$ cat src/rtl/btb_pkg.sv
// btb_pkg
// Shared definitions for the branch target buffer.
//   ctr_t            : 2-bit direction counter type
//   SNT/WNT/WT/ST    : counter states, strongly/weakly not-taken, weakly/strongly taken
//   btb_entry_t      : one table entry (valid, tag, target, ctr) at the default
//                      geometry (N=64, ENTRIES=16). Parameterised instances build the
//                      same layout with their own tag/target widths via btbEntry_t
//                      inside branch_target_buffer.
package btb_pkg;

  typedef logic [1:0] ctr_t;

  localparam ctr_t SNT = 2'b00;
  localparam ctr_t WNT = 2'b01;
  localparam ctr_t WT  = 2'b10;
  localparam ctr_t ST  = 2'b11;

  localparam int DEF_N     = 64;
  localparam int DEF_IDX_W = 4;
  localparam int DEF_TAG_W = DEF_N - DEF_IDX_W - 2;

  typedef struct packed {
    logic                 valid;
    logic [DEF_TAG_W-1:0] tag;
    logic [DEF_N-1:0]     target;
    ctr_t                 ctr;
  } btb_entry_t;

endpackage

$ cat src/rtl/branch_target_buffer_if.sv
// branch_target_buffer_if
// Bundles the fetch lookup, MEM-stage resolution and perf-counter signals of the BTB.
//   master : pipeline datapath side (drives pc_F, the MEM resolution and invalidate)
//   slave  : BTB side (returns prediction, mispredict/redirect and perf counters)
interface branch_target_buffer_if #(
  parameter int N     = 64,
  parameter int CNT_W = 32
);
  logic             invalidate;
  logic [N-1:0]     pc_F;
  logic             hit_F;
  logic             predTaken_F;
  logic [N-1:0]     predTarget_F;
  logic             update_M;
  logic [N-1:0]     pc_M;
  logic             taken_M;
  logic [N-1:0]     target_M;
  logic             predTaken_M;
  logic [N-1:0]     predTarget_M;
  logic             mispredict_M;
  logic [N-1:0]     redirect_M;
  logic [CNT_W-1:0] branches;
  logic [CNT_W-1:0] mispredicts;

  modport master (
    output invalidate, pc_F, update_M, pc_M, taken_M, target_M, predTaken_M, predTarget_M,
    input  hit_F, predTaken_F, predTarget_F, mispredict_M, redirect_M, branches, mispredicts
  );

  modport slave (
    input  invalidate, pc_F, update_M, pc_M, taken_M, target_M, predTaken_M, predTarget_M,
    output hit_F, predTaken_F, predTarget_F, mispredict_M, redirect_M, branches, mispredicts
  );
endinterface

$ cat src/rtl/sat_counter2.sv
// sat_counter2
// Combinational next-state of a 2-bit saturating direction counter.
//   ctrCur : current counter value
//   inc    : 1 = branch taken (count up), 0 = not taken (count down)
//   ctrNext: next counter value, clamped at SNT and ST
module sat_counter2
  import btb_pkg::*;
(
  input  ctr_t ctrCur,
  input  logic inc,
  output ctr_t ctrNext
);

  always_comb begin
    ctrNext = ctrCur;
    if (inc) begin
      if (ctrCur != ST) ctrNext = ctrCur + 2'd1;
    end else begin
      if (ctrCur != SNT) ctrNext = ctrCur - 2'd1;
    end
  end

endmodule

$ cat src/rtl/branch_target_buffer.sv
// branch_target_buffer
// Direct-mapped BTB with 2-bit direction counters. Lookup at fetch is purely
// combinational; training happens on the clock edge from MEM-stage resolutions.
//   clk   : rising-edge clock
//   reset : asynchronous active-low reset
//   bus   : branch_target_buffer_if.slave (lookup, resolution, mispredict, perf counters)
module branch_target_buffer
  import btb_pkg::*;
#(
  parameter int N       = 64,
  parameter int ENTRIES = 16,
  parameter int CNT_W   = 32
) (
  input  logic                  clk,
  input  logic                  reset,
  branch_target_buffer_if.slave bus
);

  localparam int IDX_W = $clog2(ENTRIES);
  localparam int TAG_W = N - IDX_W - 2;

  // Same layout as btb_entry_t, sized for this instance.
  typedef struct packed {
    logic             valid;
    logic [TAG_W-1:0] tag;
    logic [N-1:0]     target;
    ctr_t             ctr;
  } btbEntry_t;

  btbEntry_t        table_q [ENTRIES];
  logic [CNT_W-1:0] branches_q;
  logic [CNT_W-1:0] mispredicts_q;

  logic [IDX_W-1:0] idxF;
  logic [TAG_W-1:0] tagF;
  btbEntry_t        entryF;
  logic             hitF;
  logic             predTakenF;

  logic [IDX_W-1:0] idxM;
  logic [TAG_W-1:0] tagM;
  logic             hitM;
  ctr_t             ctrNextM;
  logic             mispredictM;

  // Fetch lookup: reads the table as it stands, so a same-cycle update is not bypassed.
  assign idxF       = bus.pc_F[IDX_W+1:2];
  assign tagF       = bus.pc_F[N-1:IDX_W+2];
  assign entryF     = table_q[idxF];
  assign hitF       = entryF.valid && (entryF.tag == tagF);
  assign predTakenF = hitF && entryF.ctr[1];

  assign bus.hit_F        = hitF;
  assign bus.predTaken_F  = predTakenF;
  assign bus.predTarget_F = predTakenF ? entryF.target : bus.pc_F + N'(4);

  // MEM resolution.
  assign idxM = bus.pc_M[IDX_W+1:2];
  assign tagM = bus.pc_M[N-1:IDX_W+2];
  assign hitM = table_q[idxM].valid && (table_q[idxM].tag == tagM);

  sat_counter2 u_satCounter (
    .ctrCur  (table_q[idxM].ctr),
    .inc     (bus.taken_M),
    .ctrNext (ctrNextM)
  );

  assign mispredictM = bus.update_M &&
                       ((bus.predTaken_M != bus.taken_M) ||
                        (bus.taken_M && (bus.predTarget_M != bus.target_M)));

  assign bus.mispredict_M = mispredictM;
  assign bus.redirect_M   = bus.taken_M ? bus.target_M : bus.pc_M + N'(4);
  assign bus.branches     = branches_q;
  assign bus.mispredicts  = mispredicts_q;

  always_ff @(posedge clk or negedge reset) begin
    if (!reset) begin
      for (int i = 0; i < ENTRIES; i++) begin
        table_q[i] <= '0;
      end
    end else if (bus.invalidate) begin
      // Invalidate wins over a same-cycle update; ctr/target are left alone.
      for (int i = 0; i < ENTRIES; i++) begin
        table_q[i].valid <= 1'b0;
      end
    end else if (bus.update_M) begin
      if (hitM) begin
        table_q[idxM].ctr <= ctrNextM;
        if (bus.taken_M) table_q[idxM].target <= bus.target_M;
      end else if (bus.taken_M) begin
        table_q[idxM].valid  <= 1'b1;
        table_q[idxM].tag    <= tagM;
        table_q[idxM].target <= bus.target_M;
        table_q[idxM].ctr    <= WT;
      end
    end
  end

  // Perf counters saturate at all-ones rather than wrap.
  always_ff @(posedge clk or negedge reset) begin
    if (!reset) begin
      branches_q    <= '0;
      mispredicts_q <= '0;
    end else begin
      if (bus.update_M && (branches_q != {CNT_W{1'b1}})) branches_q <= branches_q + 1'b1;
      if (mispredictM && (mispredicts_q != {CNT_W{1'b1}})) mispredicts_q <= mispredicts_q + 1'b1;
    end
  end

endmodule

$ cat src/flat_wrapper.sv
// flat-port wrapper written by rule: the top's interface ports become plain ports
module branch_target_buffer_flat import btb_pkg::*;
#(
  parameter int N       = 64,
  parameter int ENTRIES = 16,
  parameter int CNT_W   = 32
)
  (clk, reset, bus_invalidate, bus_pc_F, bus_update_M, bus_pc_M, bus_taken_M, bus_target_M, bus_predTaken_M, bus_predTarget_M, bus_hit_F, bus_predTaken_F, bus_predTarget_F, bus_mispredict_M, bus_redirect_M, bus_branches, bus_mispredicts);
  branch_target_buffer_if #(.N(N), .CNT_W(CNT_W)) bus_i ();
  input  logic clk;
  input  logic reset;
  input wire logic [$bits(bus_i.invalidate)-1:0] bus_invalidate;
  input wire logic [$bits(bus_i.pc_F)-1:0] bus_pc_F;
  input wire logic [$bits(bus_i.update_M)-1:0] bus_update_M;
  input wire logic [$bits(bus_i.pc_M)-1:0] bus_pc_M;
  input wire logic [$bits(bus_i.taken_M)-1:0] bus_taken_M;
  input wire logic [$bits(bus_i.target_M)-1:0] bus_target_M;
  input wire logic [$bits(bus_i.predTaken_M)-1:0] bus_predTaken_M;
  input wire logic [$bits(bus_i.predTarget_M)-1:0] bus_predTarget_M;
  output wire logic [$bits(bus_i.hit_F)-1:0] bus_hit_F;
  output wire logic [$bits(bus_i.predTaken_F)-1:0] bus_predTaken_F;
  output wire logic [$bits(bus_i.predTarget_F)-1:0] bus_predTarget_F;
  output wire logic [$bits(bus_i.mispredict_M)-1:0] bus_mispredict_M;
  output wire logic [$bits(bus_i.redirect_M)-1:0] bus_redirect_M;
  output wire logic [$bits(bus_i.branches)-1:0] bus_branches;
  output wire logic [$bits(bus_i.mispredicts)-1:0] bus_mispredicts;
  assign bus_i.invalidate = bus_invalidate;
  assign bus_i.pc_F = bus_pc_F;
  assign bus_i.update_M = bus_update_M;
  assign bus_i.pc_M = bus_pc_M;
  assign bus_i.taken_M = bus_taken_M;
  assign bus_i.target_M = bus_target_M;
  assign bus_i.predTaken_M = bus_predTaken_M;
  assign bus_i.predTarget_M = bus_predTarget_M;
  assign bus_hit_F = bus_i.hit_F;
  assign bus_predTaken_F = bus_i.predTaken_F;
  assign bus_predTarget_F = bus_i.predTarget_F;
  assign bus_mispredict_M = bus_i.mispredict_M;
  assign bus_redirect_M = bus_i.redirect_M;
  assign bus_branches = bus_i.branches;
  assign bus_mispredicts = bus_i.mispredicts;
  branch_target_buffer #(.N(N), .ENTRIES(ENTRIES), .CNT_W(CNT_W)) u_core (.clk(clk), .reset(reset), .bus(bus_i));
endmodule
$ cat config.mk
export PLATFORM = sky130hd
export DESIGN_NAME = branch_target_buffer_flat
export DESIGN_NICKNAME = d
export VERILOG_FILES = /design/src/rtl/btb_pkg.sv /design/src/rtl/branch_target_buffer_if.sv /design/src/rtl/sat_counter2.sv /design/src/rtl/branch_target_buffer.sv /design/src/flat_wrapper.sv
export SDC_FILE = /design/constraint.sdc
export NUM_CORES = 2
export LEC_CHECK = 0
export CAP_MARGIN = 30
export CORE_ASPECT_RATIO = 0.6
export CORE_MARGIN = 3
export CORE_UTILIZATION = 50
export DETAILED_ROUTE_END_ITERATION = 8
export DONT_BUFFER_PORTS = 1
export PLACE_DENSITY = 0.7
export SYNTH_ARGS = -nofsm -noshare
export SYNTH_HDL_FRONTEND = slang
export SYNTH_SLANG_ARGS = --single-unit
$ cat constraint.sdc
create_clock -name clk -period 8.28 [get_ports clk]
set_clock_uncertainty 0.15 [all_clocks]
set_input_delay 1.656 -clock clk [delete_from_list [all_inputs] [get_ports clk]]
set_output_delay 1.656 -clock clk [all_outputs]
set_load 0.01 [all_outputs]
==> run_results.csv <==
group,metric,value,unit
status,outcome,"finished, violations left",
status,violations,"negative setup slack",
worst_setup_path,critPathBufInv,5,
logic_synthesis,yosys-top-cells-area,"dfrtp_1, mux2_2, mux4_2",
pwr,pwr-share-clk,37.3,%
floorplanning,die_w,605,um
global_routing,grt_max_degree,489,
cts,clock-sinks,2064,
logic_synthesis,ys_seq_elements,2064,
logic_synthesis,syn-num-nets,7814,
worst_setup_path,path_class,"in -> out",
worst_setup_path,cpMostUsedCell,"buf_16",
worst_hold_path,min_path_type,"reg -> reg",
floorplanning,fp.dieArea,221000,um2
pwr,p_sw,7030,uW
logic_synthesis,yosysWarnings,0,
cts,cts-root-buf,"clkbuf_16",
logic_synthesis,async_reset_ff_share,100,%
logic_synthesis,synthAdderAreaFrac,0.100,%
pwr,power.density,225,nW/um2
place,io_buffers,0,
worst_setup_path,cp_top_family,"buffers and inverters",
worst_setup_path,end_kind,"primary output",
worst_setup_path,cpMaxStageDelayCell,"a2111oi_0",
place,place_congestion,1.02,
timing,finalSetupViolations,15,
floorplanning,die_h,365,um
routing,ant_nets,0,
cells_and_area,final_net_count,7391,
global_routing,grt_use_total,33.9,%
cells_and_area,drive_gt1_share,45.3,%
worst_hold_path,worstHoldStart,"u_core.table_q[1387]",
logic_synthesis,synth_top_area_share,48.0,%
global_routing,antenna_found_initial,21,
timing,period_needed,8.29,ns
worst_setup_path,r2r-end,"u_core.table_q[1360]",
worst_hold_path,whs_path_depth,2,
routing,wl_per_cell,37.4,um
global_routing,grt_first_pass_wirelength,532000,um
logic_synthesis,synth_top_family_by_area,"multiplexers",
worst_setup_path,crit_fanout,64,
timing,worst_slew_pin_slew,1.35,ns
pwr,power.share.switching,26.7,%
timing,finalCritPeriodShare,100,%
worst_setup_path,path_cells,"buf_16 -> buf_16 -> clkinv_2 -> buf_12 -> mux2i_1 -> xnor2_1 -> a2111oi_0 -> o2111a_1 -> and4_1 -> nand4b_1 -> buf_4 -> mux2_2",
logic_synthesis,synth-compound-area-share,2.33,%
floorplanning,core_area,213000,um2
routing,vias_per_cell,6.85,
cts,insertion_delay,0.88,ns
logic_synthesis,synthMuxAreaShare,39.2,%
global_routing,grt_pass1_vias,69100,
routing,first_pass_iters,8,
logic_synthesis,synth_simple_gate_area_share,4.24,%
timing,slew_headroom,10.3,%
cts,cts_buffers,205,
worst_setup_path,rrSetupSlack,2.72,ns
timing,drv_slew,0,
flow_run,max-cap-violations,0,
timing,hold_violations,0,
logic_synthesis,yosysMostFrequentCell,"dfrtp_1",
cells_and_area,final_util,54.8,%
timing,worst_slack,-0.0124,ns
pwr,seqPwrFrac,46.7,%
worst_setup_path,worstRegToRegCells,12,
logic_synthesis,netlist.top_cell.by_area,"dfrtp_1",
pwr,cellInternalPower,19300,uW
cts,htreeDepth,4,
worst_setup_path,critical_path_arrival,6.49,ns
place,dp_slack,0.0988,ns
worst_setup_path,path_depth,12,
logic_synthesis,synth_xor_area_share,2.86,%
routing,drtIter0Drc,9063,
cells_and_area,area_growth,8.61,%
global_routing,gr-total-overflow,0,
logic_synthesis,synth_area_per_cell,14.3,um2
routing,drc,0,
cts,clk_path_buf_depth,4,
place,place.detailed.hpwl,241000,um
logic_synthesis,synth_edf_count,0,
logic_synthesis,seq_area_frac_synth,48.0,%
cts,cts_tree,"built",
floorplanning,ioPinCount,457,
floorplanning,start_util,50.5,%
logic_synthesis,syn_area,108000,um2
logic_synthesis,ys_types,73,
timing,fmax,0.121,GHz
worst_setup_path,critPathRequiredTime,6.47,ns
logic_synthesis,synthTopCellsByCount,"dfrtp_1, mux2_2, mux4_2",
routing,wl,380000,um
routing,vias,69600,
pwr,combinationalPowerShare,16.0,%
logic_synthesis,synth_ff_type,"dfrtp_1",
worst_setup_path,r2r-start,"u_core.table_q[707]",
pwr,power.leakage,0.0515,uW
floorplanning,row_count,131,
logic_synthesis,netlist_instances,7545,
pwr,ir_worst_vdd,189,uV
worst_setup_path,slowest_delay,0.76,ns
worst_hold_path,holdPathEnd,"u_core.table_q[1387]",
cts,clk_pin_slew_worst_paths,0.06,ns
worst_setup_path,critPathLaunchType,"primary input",
[logic make-up after synthesis]
logic type               count (synthesis)
flip-flops                            2064
AND/OR/NAND/NOR                        896
XOR/XNOR                               351
AO/OA/AOI/OAI                          378
multiplexers                          3028
buffers and inverters                  819
adder cells (fa/ha/maj)                  9
[routing by layer]
| metal | wire, um | up-vias | GRT usage (%) |
|---|---|---|---|
| li1 | - | 27300 | - |
| met1 | 150000 | 37700 | 46.0 |
| met2 | 160000 | 3761 | 47.3 |
| met3 | 47000 | 847 | 13.1 |
| met4 | 22300 | 24 | 17.0 |
| met5 | 160 | - | 0 |
[power groups by stage]
stage | Clock, uW | Sequential, uW | Combinational, uW
after floorplan | 0 | 12100 | 3100
after detailed placement | 0 | 12400 | 3980
after global routing | 10300 | 12400 | 4420
after global placement | 0 | 12300 | 3880
after CTS | 9890 | 12200 | 3990
final | 9820 | 12300 | 4210
[sequential cells by signal, summed over array words and instances (netlist names)]
register,cells
u_core.bus.branches,32
u_core.table_q,2000
u_core.bus.mispredicts,32
[worst min-delay path, stage by stage, from the launching register on]
cell and delay [ns]:
dfrtp_1 0.35, nand2_1 0.05, o21ai_0 0.06
[final cells by class]
| type | count | area, um2 |
|---|---|---|
| Antenna cell | 21 | 52.6 |
| Clock buffer | 287 | 5870 |
| Clock inverter | 77 | 1030 |
| Fill cell | 16800 | 96400 |
| Inverter | 48 | 190 |
| Multi-Input combinational cell | 4662 | 52700 |
| Sequential cell | 2064 | 51600 |
| Tap cell | 2859 | 3580 |
| Timing Repair Buffer | 141 | 1780 |
[worst max-delay path by stage]
stage | start | endpoint | slack (ns)
global placement | bus_pc_F[2] | bus_predTarget_F[51] | 0.16
detailed placement | bus_pc_F[2] | bus_predTarget_F[19] | 0.1
CTS | bus_pc_F[2] | bus_predTarget_F[19] | 0.13
floorplan | bus_pc_F[3] | bus_predTarget_F[46] | 1.29
global route | bus_pc_F[2] | bus_predTarget_F[38] | -0.002
finish | bus_pc_F[2] | bus_predTarget_F[19] | -0.01
[placed cells by master (no fill, tap or decap), types with 23 or more instances in the layout]
| master | count |
|---|---|
| o21ai_0 | 120 |
| nand2_1 | 299 |
| a21oi_1 | 38 |
| mux2_2 | 2020 |
| xnor2_1 | 241 |
| clkinv_2 | 43 |
| clkbuf_8 | 37 |
| o22ai_1 | 24 |
| buf_4 | 94 |
| mux2i_1 | 258 |
| and4_1 | 26 |
| nor2b_1 | 23 |
| nor3_1 | 63 |
| dfrtp_1 | 2064 |
| clkbuf_1 | 42 |
| a22oi_1 | 45 |
| and3_1 | 38 |
| xor2_1 | 109 |
| nor4_1 | 26 |
| mux4_2 | 748 |
| nand4_1 | 87 |
| clkbuf_16 | 212 |
| nor2_1 | 95 |
| inv_1 | 41 |
| nand3_1 | 101 |
[through the flow]
step           hold slack (ns)  instance area (um2)  setup TNS (ns)  power [uW]  cells
3_3_place_gp             0.307               109000               0       16200   9749
5_1_grt                  0.325               117000        -0.00170       27100  10200
4_1_cts                  0.318               116000               0       26100  10100
2_1_floorplan            0.295               108000               0       15200   7545
3_5_place_dp             0.320               110000               0       16400   9754
6_report                 0.335               117000         -0.0844       26300  10200
[timing repair]
| item | 4_1_cts | 5_1_grt |
|---|---|---|
| resized for setup | 0 | 5 |
| hold buffers | 0 | 0 |
| endpoints found under the setup margin | 0 | 66 |
| setup buffers | 0 | 0 |
| hold endpoints to repair | 0 | 0 |
No activity file was read; power rests on OpenSTA's default activity.
